`config.mk`:
```
export PLATFORM = sky130hd
export DESIGN_NAME = gear_fifo_flat
export DESIGN_NICKNAME = d
export VERILOG_FILES = /design/src/rtl/gear_fifo_if.sv /design/src/rtl/gear_fifo.sv /design/src/flat_wrapper.sv
export SDC_FILE = /design/constraint.sdc
export NUM_CORES = 1
export LEC_CHECK = 0
export ABC_CLOCK_PERIOD_IN_PS = 4450
export BUFFER_PORTS_ARGS = -buffer_cell sky130_fd_sc_hd__buf_2
export CAP_MARGIN = 20
export CORE_MARGIN = 2
export CORE_UTILIZATION = 56
export CTS_BUF_LIST = sky130_fd_sc_hd__clkbuf_8 sky130_fd_sc_hd__clkbuf_16
export CTS_CLUSTER_SIZE = 24
export DETAILED_ROUTE_END_ITERATION = 16
export PLACE_DENSITY = 0.83
export SETUP_SLACK_MARGIN = 0.02
export SLEW_MARGIN = 25
export SYNTH_ARGS = -nofsm -noshare
export SYNTH_HDL_FRONTEND = slang
export SYNTH_SLANG_ARGS = --single-unit
```
`constraint.sdc`:
```
create_clock -name inClock -period 4.45 [get_ports inClock]
set_input_delay 0 -clock inClock [delete_from_list [all_inputs] [get_ports inClock]]
set_output_delay 0 -clock inClock [all_outputs]
set_load 0.02 [all_outputs]
```
`src/rtl/gear_fifo_if.sv`:
```
// Bus bundle between the chunk writer / CPU reader and gear_fifo.
// The FIFO takes the slave view; the traffic source takes the master view.
interface gear_fifo_if #(
    parameter int IN_WIDTH   = 1,
    parameter int OUT_WIDTH  = 8,
    parameter int DEPTH_LOG2 = 7
);
    localparam int RATIO       = OUT_WIDTH / IN_WIDTH;
    localparam int COUNT_WIDTH = $clog2(RATIO + 1);

    logic                   inClear;
    logic                   inWriteEnable;
    logic [IN_WIDTH-1:0]    inData;
    logic                   inPadFlush;
    logic                   inReadEnable;
    logic                   inClearErrors;

    logic [OUT_WIDTH-1:0]   outData;
    logic                   outReadValid;
    logic                   outReadReady;
    logic [DEPTH_LOG2:0]    outLevel;
    logic [COUNT_WIDTH-1:0] outPartialCount;
    logic                   outFull;
    logic                   outEmpty;
    logic                   outAlmostFull;
    logic                   outAlmostEmpty;
    logic                   outWriteError;
    logic                   outReadError;

    modport slave (
        input  inClear, inWriteEnable, inData, inPadFlush, inReadEnable, inClearErrors,
        output outData, outReadValid, outReadReady, outLevel, outPartialCount,
               outFull, outEmpty, outAlmostFull, outAlmostEmpty,
               outWriteError, outReadError
    );

    modport master (
        output inClear, inWriteEnable, inData, inPadFlush, inReadEnable, inClearErrors,
        input  outData, outReadValid, outReadReady, outLevel, outPartialCount,
               outFull, outEmpty, outAlmostFull, outAlmostEmpty,
               outWriteError, outReadError
    );
endinterface

```
`src/rtl/gear_fifo.sv`:
```
// Width-converting FIFO: packs IN_WIDTH-bit chunks into OUT_WIDTH-bit words,
// stores them, and returns them through a three-state registered read port.
module gear_fifo #(
    parameter int IN_WIDTH           = 1,
    parameter int OUT_WIDTH          = 8,
    parameter int DEPTH_LOG2         = 7,
    parameter int ALMOST_EMPTY_LEVEL = (2 ** DEPTH_LOG2) / 4,
    parameter int ALMOST_FULL_LEVEL  = 3 * (2 ** DEPTH_LOG2) / 4,
    parameter bit MSB_FIRST          = 1'b1,
    parameter bit EDGE_MODE          = 1'b1
) (
    input logic        inClock,
    input logic        inReset,
    gear_fifo_if.slave bus
);
    localparam int RATIO       = OUT_WIDTH / IN_WIDTH;
    localparam int DEPTH       = 2 ** DEPTH_LOG2;
    localparam int COUNT_WIDTH = $clog2(RATIO + 1);
    localparam int LEVEL_WIDTH = DEPTH_LOG2 + 1;

    localparam logic [COUNT_WIDTH-1:0] LAST_SLOT  = COUNT_WIDTH'(RATIO - 1);
    localparam logic [LEVEL_WIDTH-1:0] FULL_LEVEL = LEVEL_WIDTH'(DEPTH);

    if ((OUT_WIDTH % IN_WIDTH) != 0 || RATIO < 2) begin : gBadRatio
        $error("gear_fifo: OUT_WIDTH must be a multiple of IN_WIDTH with a ratio of at least 2");
    end

    typedef enum logic [1:0] {
        RIDLE,
        RFETCH,
        RVALID
    } readState_e;

    // Registered state
    readState_e             state;
    logic                   writeEnableQ;
    logic                   readEnableQ;
    logic [COUNT_WIDTH-1:0] partialCount;
    logic [OUT_WIDTH-1:0]   assembly;
    logic [DEPTH_LOG2-1:0]  wrPtr;
    logic [DEPTH_LOG2-1:0]  rdPtr;
    logic [LEVEL_WIDTH-1:0] level;
    logic [OUT_WIDTH-1:0]   dataOut;
    logic                   readValid;
    logic                   readReady;
    logic                   writeError;
    logic                   readError;

    logic [OUT_WIDTH-1:0]   mem [DEPTH];
    logic [OUT_WIDTH-1:0]   headWord;

    // Per-cycle decisions
    logic                   writeRequest;
    logic                   readRequest;
    logic                   isFull;
    logic                   hasRoom;
    logic                   readAccept;
    logic                   readReject;
    logic                   completesWord;
    logic                   writeAccept;
    logic                   writeReject;
    logic                   wordCommit;
    logic                   flushWanted;
    logic                   flushCommit;
    logic                   flushReject;
    logic                   commit;
    logic [COUNT_WIDTH-1:0] countAfterWrite;
    logic [OUT_WIDTH-1:0]   assemblyNext;
    int                     shiftAmount;

    assign writeRequest = EDGE_MODE ? (bus.inWriteEnable & ~writeEnableQ) : bus.inWriteEnable;
    assign readRequest  = EDGE_MODE ? (bus.inReadEnable  & ~readEnableQ)  : bus.inReadEnable;

    // Accept/reject decisions, chunk placement and commit selection for this cycle.
    always_comb begin
        // NOTE: every variable assigned here gets a default first, so no latch can be inferred.
        isFull          = (level == FULL_LEVEL);
        readAccept      = (state == RIDLE) && readRequest && (level != '0);
        readReject      = readRequest && (((state == RIDLE) && (level == '0)) ||
                                          ((state != RIDLE) && EDGE_MODE));
        // A read leaving in the same cycle frees the slot a commit needs.
        hasRoom         = !isFull || readAccept;
        completesWord   = writeRequest && (partialCount == LAST_SLOT);
        writeReject     = completesWord && !hasRoom;
        writeAccept     = writeRequest && !writeReject;

        shiftAmount     = MSB_FIRST ? (RATIO - 1 - int'(partialCount)) * IN_WIDTH
                                    : int'(partialCount) * IN_WIDTH;
        // Unused slots of the assembly register are always zero, so OR-ing places the chunk.
        assemblyNext    = assembly;
        countAfterWrite = partialCount;
        if (writeAccept) begin
            assemblyNext    = assembly | (OUT_WIDTH'(bus.inData) << shiftAmount);
            countAfterWrite = partialCount + COUNT_WIDTH'(1);
        end

        wordCommit  = writeAccept && completesWord;
        // Only a still-partial word can be flushed; a completed word already commits itself.
        flushWanted = bus.inPadFlush && !wordCommit && (countAfterWrite != '0);
        flushCommit = flushWanted && hasRoom;
        flushReject = flushWanted && !hasRoom;
        commit      = wordCommit || flushCommit;
    end

    // Word storage and head capture; the head word is taken at the accept edge so a
    // commit into the slot being freed on a full FIFO cannot overwrite it.
    always_ff @(posedge inClock) begin
        // NOTE: the array has no reset: every entry is written before it can be read,
        // and leaving it unreset lets it map onto plain RAM.
        if (commit && !inReset && !bus.inClear) begin
            mem[wrPtr] <= assemblyNext;
        end
        if (readAccept) begin
            headWord <= mem[rdPtr];
        end
    end

    // Control state: edge detectors, assembly, pointers, level, sticky errors and read FSM.
    always_ff @(posedge inClock) begin
        // NOTE: non-blocking assignments throughout, so every register samples pre-edge values.
        if (inReset || bus.inClear) begin
            state        <= RIDLE;
            writeEnableQ <= 1'b0;
            readEnableQ  <= 1'b0;
            partialCount <= '0;
            assembly     <= '0;
            wrPtr        <= '0;
            rdPtr        <= '0;
            level        <= '0;
            dataOut      <= '0;
            readValid    <= 1'b0;
            readReady    <= 1'b1;
            writeError   <= 1'b0;
            readError    <= 1'b0;
        end else begin
            writeEnableQ <= bus.inWriteEnable;
            readEnableQ  <= bus.inReadEnable;

            if (commit) begin
                wrPtr        <= wrPtr + 1'b1;
                partialCount <= '0;
                assembly     <= '0;
            end else begin
                partialCount <= countAfterWrite;
                assembly     <= assemblyNext;
            end

            if (readAccept) begin
                rdPtr <= rdPtr + 1'b1;
            end
            level <= level + LEVEL_WIDTH'(commit) - LEVEL_WIDTH'(readAccept);

            // An error event in the same cycle as a clear request wins.
            if (writeReject || flushReject) begin
                writeError <= 1'b1;
            end else if (bus.inClearErrors) begin
                writeError <= 1'b0;
            end
            if (readReject) begin
                readError <= 1'b1;
            end else if (bus.inClearErrors) begin
                readError <= 1'b0;
            end

            case (state)
                RIDLE: begin
                    if (readAccept) begin
                        state     <= RFETCH;
                        readReady <= 1'b0;
                    end
                end
                RFETCH: begin
                    dataOut   <= headWord;
                    readValid <= 1'b1;
                    state     <= RVALID;
                end
                RVALID: begin
                    readValid <= 1'b0;
                    readReady <= 1'b1;
                    state     <= RIDLE;
                end
                default: begin
                    readValid <= 1'b0;
                    readReady <= 1'b1;
                    state     <= RIDLE;
                end
            endcase
        end
    end

    assign bus.outData         = dataOut;
    assign bus.outReadValid    = readValid;
    assign bus.outReadReady    = readReady;
    assign bus.outLevel        = level;
    assign bus.outPartialCount = partialCount;
    assign bus.outFull         = (level == FULL_LEVEL);
    assign bus.outEmpty        = (level == '0);
    assign bus.outAlmostFull   = (level >= LEVEL_WIDTH'(ALMOST_FULL_LEVEL));
    assign bus.outAlmostEmpty  = (level <= LEVEL_WIDTH'(ALMOST_EMPTY_LEVEL));
    assign bus.outWriteError   = writeError;
    assign bus.outReadError    = readError;
endmodule

```
`src/flat_wrapper.sv`:
```
// flat-port wrapper written by rule: the top's interface ports become plain ports
module gear_fifo_flat 
#(
    parameter int IN_WIDTH           = 1,
    parameter int OUT_WIDTH          = 8,
    parameter int DEPTH_LOG2         = 7,
    parameter int ALMOST_EMPTY_LEVEL = (2 ** DEPTH_LOG2) / 4,
    parameter int ALMOST_FULL_LEVEL  = 3 * (2 ** DEPTH_LOG2) / 4,
    parameter bit MSB_FIRST          = 1'b1,
    parameter bit EDGE_MODE          = 1'b1
)
  (inClock, inReset, bus_inClear, bus_inWriteEnable, bus_inData, bus_inPadFlush, bus_inReadEnable, bus_inClearErrors, bus_outData, bus_outReadValid, bus_outReadReady, bus_outLevel, bus_outPartialCount, bus_outFull, bus_outEmpty, bus_outAlmostFull, bus_outAlmostEmpty, bus_outWriteError, bus_outReadError);
  gear_fifo_if #(.IN_WIDTH(IN_WIDTH), .OUT_WIDTH(OUT_WIDTH), .DEPTH_LOG2(DEPTH_LOG2)) bus_i ();
  input logic inClock;
  input logic inReset;
  input wire logic [$bits(bus_i.inClear)-1:0] bus_inClear;
  input wire logic [$bits(bus_i.inWriteEnable)-1:0] bus_inWriteEnable;
  input wire logic [$bits(bus_i.inData)-1:0] bus_inData;
  input wire logic [$bits(bus_i.inPadFlush)-1:0] bus_inPadFlush;
  input wire logic [$bits(bus_i.inReadEnable)-1:0] bus_inReadEnable;
  input wire logic [$bits(bus_i.inClearErrors)-1:0] bus_inClearErrors;
  output wire logic [$bits(bus_i.outData)-1:0] bus_outData;
  output wire logic [$bits(bus_i.outReadValid)-1:0] bus_outReadValid;
  output wire logic [$bits(bus_i.outReadReady)-1:0] bus_outReadReady;
  output wire logic [$bits(bus_i.outLevel)-1:0] bus_outLevel;
  output wire logic [$bits(bus_i.outPartialCount)-1:0] bus_outPartialCount;
  output wire logic [$bits(bus_i.outFull)-1:0] bus_outFull;
  output wire logic [$bits(bus_i.outEmpty)-1:0] bus_outEmpty;
  output wire logic [$bits(bus_i.outAlmostFull)-1:0] bus_outAlmostFull;
  output wire logic [$bits(bus_i.outAlmostEmpty)-1:0] bus_outAlmostEmpty;
  output wire logic [$bits(bus_i.outWriteError)-1:0] bus_outWriteError;
  output wire logic [$bits(bus_i.outReadError)-1:0] bus_outReadError;
  assign bus_i.inClear = bus_inClear;
  assign bus_i.inWriteEnable = bus_inWriteEnable;
  assign bus_i.inData = bus_inData;
  assign bus_i.inPadFlush = bus_inPadFlush;
  assign bus_i.inReadEnable = bus_inReadEnable;
  assign bus_i.inClearErrors = bus_inClearErrors;
  assign bus_outData = bus_i.outData;
  assign bus_outReadValid = bus_i.outReadValid;
  assign bus_outReadReady = bus_i.outReadReady;
  assign bus_outLevel = bus_i.outLevel;
  assign bus_outPartialCount = bus_i.outPartialCount;
  assign bus_outFull = bus_i.outFull;
  assign bus_outEmpty = bus_i.outEmpty;
  assign bus_outAlmostFull = bus_i.outAlmostFull;
  assign bus_outAlmostEmpty = bus_i.outAlmostEmpty;
  assign bus_outWriteError = bus_i.outWriteError;
  assign bus_outReadError = bus_i.outReadError;
  gear_fifo #(.IN_WIDTH(IN_WIDTH), .OUT_WIDTH(OUT_WIDTH), .DEPTH_LOG2(DEPTH_LOG2), .ALMOST_EMPTY_LEVEL(ALMOST_EMPTY_LEVEL), .ALMOST_FULL_LEVEL(ALMOST_FULL_LEVEL), .MSB_FIRST(MSB_FIRST), .EDGE_MODE(EDGE_MODE)) u_core (.inClock(inClock), .inReset(inReset), .bus(bus_i));
endmodule
```
==> reports/metrics.csv, run 1 <==
metric,value,unit
status,completed,
routability-driven placement congestion ratio,0.898,
"Buf+Inv Stages, Crit Path",1,
syn_nets,2181,
drt via density,6.90,
DP Wirelength,63300,microns
Synth cell types,63,
largest stage delay on the critical path,0.77,ns
Clock Path Buffers,3,
crit share post-route,0.878,
Die Span Y,279,microns
FF-to-FF Start,u_core.state[1],
CP Depth,7,
Placed Cells,3130,
Post-Synthesis Cell Area,0.0424,sq mm
Post-synth EDFFs,1032,
DRT Pass-1 Iters,8,
Setup TNS,0,ns
R2R Setup Slk,0.54,ns
Post-route DRC,0,
clock slew at reported path FFs,0.06,ns
worst setup path startpoint,u_core.state[1],
Avg Inst Size Synth,19.7,sq um
insertion delay to the later sink of the worst-skew pair,0.69,ns
GRT Overall Usage,0.277,
Crit-path slowest cell,nor2_1,
vias in the first global route,22800,
Post-Synth Simple-Gate Area,0.0432,
CTS root buf,clkbuf_16,
Layout Utilization,0.638,
ys async rst share,0,
most common flop cell mapped by yosys,edfxtp_1,
largest net degree at the start of global routing,130,
fmax,256,MHz
"critical path fanouts, max",30,
CP endpoint,u_core.mem[76][3],
PD cells,447,mW/mm^2
Finish-stage setup viols,0,
Cell Rows,100,
IO Pins,36,
CTS Buf Count,99,
Ant. Diodes,0,
FF-to-FF End,u_core.mem[76][3],
Static Leak,14.9,nW
critical path arrival,4.18,ns
post-synthesis mux area share,0.143,
Critical Path RT,4.73,ns
critical path cell sequence,"or4b_1, o2111ai_2, o21ai_2, a311o_2, or3_1, buf_4, nor2_1",
"commonest non-fill, non-tap cell in the layout",edfxtp_1,
CP startpoint kind,register,
CTS tree,done,
initial core utilization,0.567,
max-cap violation count,0,
Compound-Gate Fraction of Synth Area,0.0348,
worst-margin pin slew,0.963,ns
xor/xnor share of the synthesized area,0.00248,
grt total ovfl,0,
Worst Hold Class,in2reg,
register area,0.0320,sq mm
setup bufs post-CTS,0,
area of the multi-input gates,0.00987,sq mm
main combinational cell family by area after synthesis,multiplexers,
Final min period,3.91,ns
"Hold Vio Cnt, Final",0,
Tot Pwr,21.3,mW
synthesis-stage register bit count,1082,
post-route ant nets,0,
"delay-heaviest family, CP",simple AND/OR/NAND/NOR gates,
Non-Filler Instances,3323,
H-tree Lvls,3,
area grow syn2layout,12.5,%
first-pass GRT wire length,156000,microns
"wirelength, routed",107000,microns
Post-Syn Instances,2151,
antenna violations before repair,1,
die footprint,0.0779,sq mm
WL per Instance,32.1,microns
CP Capture Type,register,
most frequent cells in the layout,"edfxtp_1, mux4_2, nor2_1, clkbuf_16, buf_4",
clk sinks,1082,
Post-Synth Adder-Cell Area,0.00668,
R2R cell count,7,
Setup CP Type,reg2reg,
vias,22900,
sequential share of the synthesized area,0.755,
Max Slew Vio Count,0,
peak supply drop,0.270,mV
initial drt markers,3621,
Worst Skew,0.0456,ns
# fillers,4530,
Slew headroom,0.356,
number of I/O port buffers,35,
core area,0.0747,sq mm
Final nets,2301,
die width,279,microns
RSZ-0062 raised after global routing,false,
layout cells sized above 1,0.245,
Synth warnings,0,
## flip-flops by register name, summed over array words and instances, names as in the netlist, 2 cells and up
signal                      cells
u_core.bus.outData              8
u_core.assembly                 8
u_core.wrPtr                    7
u_core.bus.outPartialCount      4
u_core.headWord                 8
u_core.rdPtr                    7
u_core.bus.outLevel             8
u_core.state                    2
u_core.mem                   1024
## per-stage QoR
step           area (sq um)  hold slack (ns)  setup WS [ns]
5_1_grt               47700            0.255          0.287
4_1_cts               47600            0.208          0.148
3_3_place_gp          44300            0.241          0.336
3_5_place_dp          44300            0.250          0.257
2_1_floorplan         42400            0.106          0.543
6_report              47700            0.224          0.541
## power breakdown
part | internal [mW] | switching (mW) | total [mW]
logic | 0.752 | 0.983 | 1.73
clock network | 4.75 | 3.67 | 8.42
registers | 11.1 | 0.0748 | 11.2
total | 16.6 | 4.73 | 21.3
## worst min-delay path, stage by stage
cell	delay (ns)
dlygate4sd3_1	0.53
buf_2	0.12
inv_1	0.06
a21oi_1	0.07
nor2_1	0.07
## layer usage
| metal | GRT usage | routed length (microns) |
|---|---|---|
| met3 | 0.0602 | 13700 |
| met4 | 0.126 | 5260 |
| met2 | 0.439 | 50700 |
| met5 | 0 | 18 |
| met1 | 0.374 | 36900 |
## final cells by class
cell class | instances | share of cell area
Clock buffer | 112 | 0.0567
Tap cell | 969 | 0.0254
Timing Repair Buffer | 146 | 0.0269
Clock inverter | 72 | 0.0111
Inverter | 18 | 0.00142
Sequential cell | 1082 | 0.671
Multi-Input combinational cell | 924 | 0.207
## worst min-delay path by stage
stage | from | to | slack (ns) | depth (start not counted)
CTS | bus_inClearErrors | u_core.bus.outReadError | 0.21 | 5
floorplan | bus_inPadFlush | u_core.bus.outPartialCount[3] | 0.11 | 1
global placement | bus_inReadEnable | u_core.readEnableQ | 0.24 | 2
detailed placement | bus_inReadEnable | u_core.readEnableQ | 0.25 | 2
finish | bus_inClearErrors | u_core.bus.outReadError | 0.22 | 5
global route | bus_inClearErrors | u_core.bus.outReadError | 0.26 | 5
## cells by family after synthesis
| kind of cell | after synthesis |
|---|---|
| xor gates and xnor gates | 12 |
| and+or+nand+nor | 383 |
| muxes | 295 |
| buffers and inverters | 145 |
| adders and majority gates | 22 |
| DFF | 1082 |
| AOI/OAI and AO/OA | 212 |
## repair_timing
| item | CTS | global route |
|---|---|---|
| setup endpoints to repair | 0 | 122 |
| resized for setup | 0 | 2 |
| hold endpoints to repair | 13 | 0 |
| hold buffers | 9 | 0 |
## synth_stat cells (9+ instances only)
cell type,number,area share
nand2b_1,11,0.0016
dfxtp_1,50,0.024
nand3_1,39,0.0046
a21oi_1,55,0.0065
a221oi_1,12,0.0025
nor2_1,161,0.014
or3_1,9,0.0013
nor2b_1,24,0.0035
nand4_1,11,0.0016
inv_1,17,0.0015
o21ai_0,15,0.0018
edfxtp_1,1032,0.73
mux2i_1,42,0.0099
ha_1,21,0.0062
buf_2,54,0.0064
buf_1,10,0.00089
mux4_2,247,0.13
nand2_1,49,0.0043
o22ai_1,14,0.0021
a22o_1,10,0.0021
a22oi_1,55,0.0097
clkbuf_1,61,0.0054
nor3_1,26,0.0031
or2_2,14,0.0021
Power figures use the tool's default switching activity.
==> run 2: changes to the inputs <==
Settings changed: GPL_TIMING_DRIVEN set to 0.
==> reports/metrics.csv, run 2 (same netlist as run 1, synthesis figures left out) <==
metric,value,unit,change
status,"finished, violations left",,
failing checks,negative setup slack,,
CTS root buf,clkbuf_16,,
Post-route DRC,0,,unchanged
Finish-stage setup viols,3,,+3
Clk pwr share,0.399,,+0.004
Clock Path Buffers,3,,unchanged
number of I/O port buffers,35,,unchanged
WL per Instance,39.7,microns,+24%
drt via density,7.31,,+5.9%
die width,279,microns,unchanged
antenna violations before repair,5,,+4
setup bufs post-CTS,0,,unchanged
area grow syn2layout,12.8,%,
PD cells,460,mW/mm^2,+2.8%
area of the multi-input gates,0.00993,sq mm,+0.61%
"Hold Vio Cnt, Final",0,,unchanged
Hold WS,0.103,ns,-0.121 ns
DP Area,0.0442,sq mm,-0.34%
insertion delay to the later sink of the worst-skew pair,0.69,ns,about the same
"wirelength, routed",134000,microns,+25%
H-tree Lvls,3,,unchanged
Static Leak,14.8,nW,-0.43%
internal power,16.8,mW,+1.2%
worst-margin pin slew,1.12,ns,+0.162 ns
post-route ant nets,0,,unchanged
Sw Pwr,5.18,mW,+9.6%
Placed Cells,3166,,+1.2%
"commonest non-fill, non-tap cell in the layout",edfxtp_1,,
max-cap violation count,0,,unchanged
Die Span Y,279,microns,unchanged
RSZ-0062 raised after global routing,false,,
Sw Share,0.236,,+0.0141
die footprint,0.0779,sq mm,unchanged
grt total ovfl,0,,unchanged
post-route setup slack,-0.221,ns,-0.763 ns
largest net degree at the start of global routing,73,,-44%
first-pass GRT wire length,185000,microns,+18%
Setup CP Type,reg2reg,,
most frequent cells in the layout,"edfxtp_1, mux4_2, nor2_1, clkbuf_16, buf_2",,
Combinational Power Share,0.094,,+0.013
CTS Buf Count,102,,+3.0%
Slew headroom,0.250,,-0.105
Cell Rows,100,,unchanged
vias in the first global route,24500,,+7.3%
clk sinks,1082,,unchanged
critical path arrival,5.09,ns,+0.91 ns
Max Slew Vio Count,0,,unchanged
Worst Skew,0.0395,ns,-0.00609 ns
core area,0.0747,sq mm,unchanged
Layout Utilization,0.639,,+0.00129
number of flip-flops in the largest register,1024,,unchanged
initial core utilization,0.567,,unchanged
crit share post-route,1.05,,+0.171
Tot Pwr,22.0,mW,+3.0%
CP startpoint kind,register,,
# fillers,4726,,+4.3%
DRT Pass-1 Iters,8,,unchanged
Final min period,4.67,ns,+0.763 ns
Final nets,2337,,+1.6%
IO Pins,36,,unchanged
"critical path fanouts, max",10,,-67%
Setup TNS,-0.425,ns,-0.425 ns
CP Capture Type,register,,
routability-driven placement congestion ratio,1.08,,+20%
CTS tree,done,,
R2R Setup Slk,-0.22,ns,-0.76 ns
Worst Hold Class,in2reg,,
clock slew at reported path FFs,0.06,ns,about the same
DP Wirelength,84200,microns,+33%
Post-Place Worst Slack,-0.587,ns,-0.844 ns
layout cells sized above 1,0.248,,+0.00332
Non-Filler Instances,3365,,+1.3%
register area,0.0320,sq mm,about the same
Reg power frac,0.507,,-0.017
fmax,214,MHz,-16%
post-route cell area,0.0478,sq mm,+0.20%
GRT Overall Usage,0.348,,+0.0705
largest register by flop count,u_core.mem,,
peak supply drop,0.391,mV,+45%
vias,24600,,+7.3%
Critical Path RT,4.87,ns,+0.14 ns
initial drt markers,4454,,+23%
==> run 2: cell types whose count changed in the layout (fill, tap and decap cells not counted), sizes merged, moves of 5 or more <==
cell / previous run / this run
buf: 137 / 99
clkbuf: 112 / 180
clkinv: 37 / 48
clkinvlp: 1 / 9
diode: 0 / 5
inv: 45 / 31
==> run 2: power by group through the flow <==
stage               Clock, mW  Combinational, mW  Sequential (mW)
floorplan                   0               1.21             11.4
global placement            0               1.90             11.4
detailed placement          0               1.95             11.4
CTS                      8.75               1.99             11.1
global route             9.10               2.14             11.1
finish                   8.77               2.06             11.1
==> run 2: final timing paths <==
kind | from | to | depth (start not counted)
worst max-delay path | u_core.rdPtr[2] | u_core.headWord[0] | 9
worst min-delay path | bus_inWriteEnable | u_core.writeEnableQ | 3
worst max register to register | u_core.rdPtr[2] | u_core.headWord[0] | 9
worst min register to register | u_core.bus.outData[0] | u_core.bus.outData[0] | 2
==> run 2: final cells by class <==
cell class,count,share of cell area
Timing Repair Buffer,53,0.0107
Tap cell,969,0.0254
Inverter,18,0.00141
Sequential cell,1082,0.670
Multi-Input combinational cell,924,0.208
Clock inverter,80,0.0140
Clock buffer,108,0.0561
Antenna cell,5,0.000262
Buffer,126,0.0145
==> run 2: what timing repair did <==
action	4_1_cts	5_1_grt
gates resized for setup	39	22
hold endpoints to repair	16	0
hold buffers	7	0
endpoints found under the setup margin	406	84
==> run 2: critical path, stage by stage, from the launching register on <==
cell	delay, ns
dfxtp_1	0.30
buf_2	0.31
buf_2	0.58
clkbuf_1	0.86
buf_2	0.65
mux4_2	0.41
nor2_1	0.07
nor4_1	0.61
nor3_1	0.12
a21oi_1	0.45
==> run 2: metal layers <==
layer	GRT usage	vias up	routed length, microns
met5	0.0213	-	267
met3	0.160	599	21600
met1	0.421	12400	42500
li1	-	9140	-
met4	0.204	10	10100
met2	0.514	2435	59200
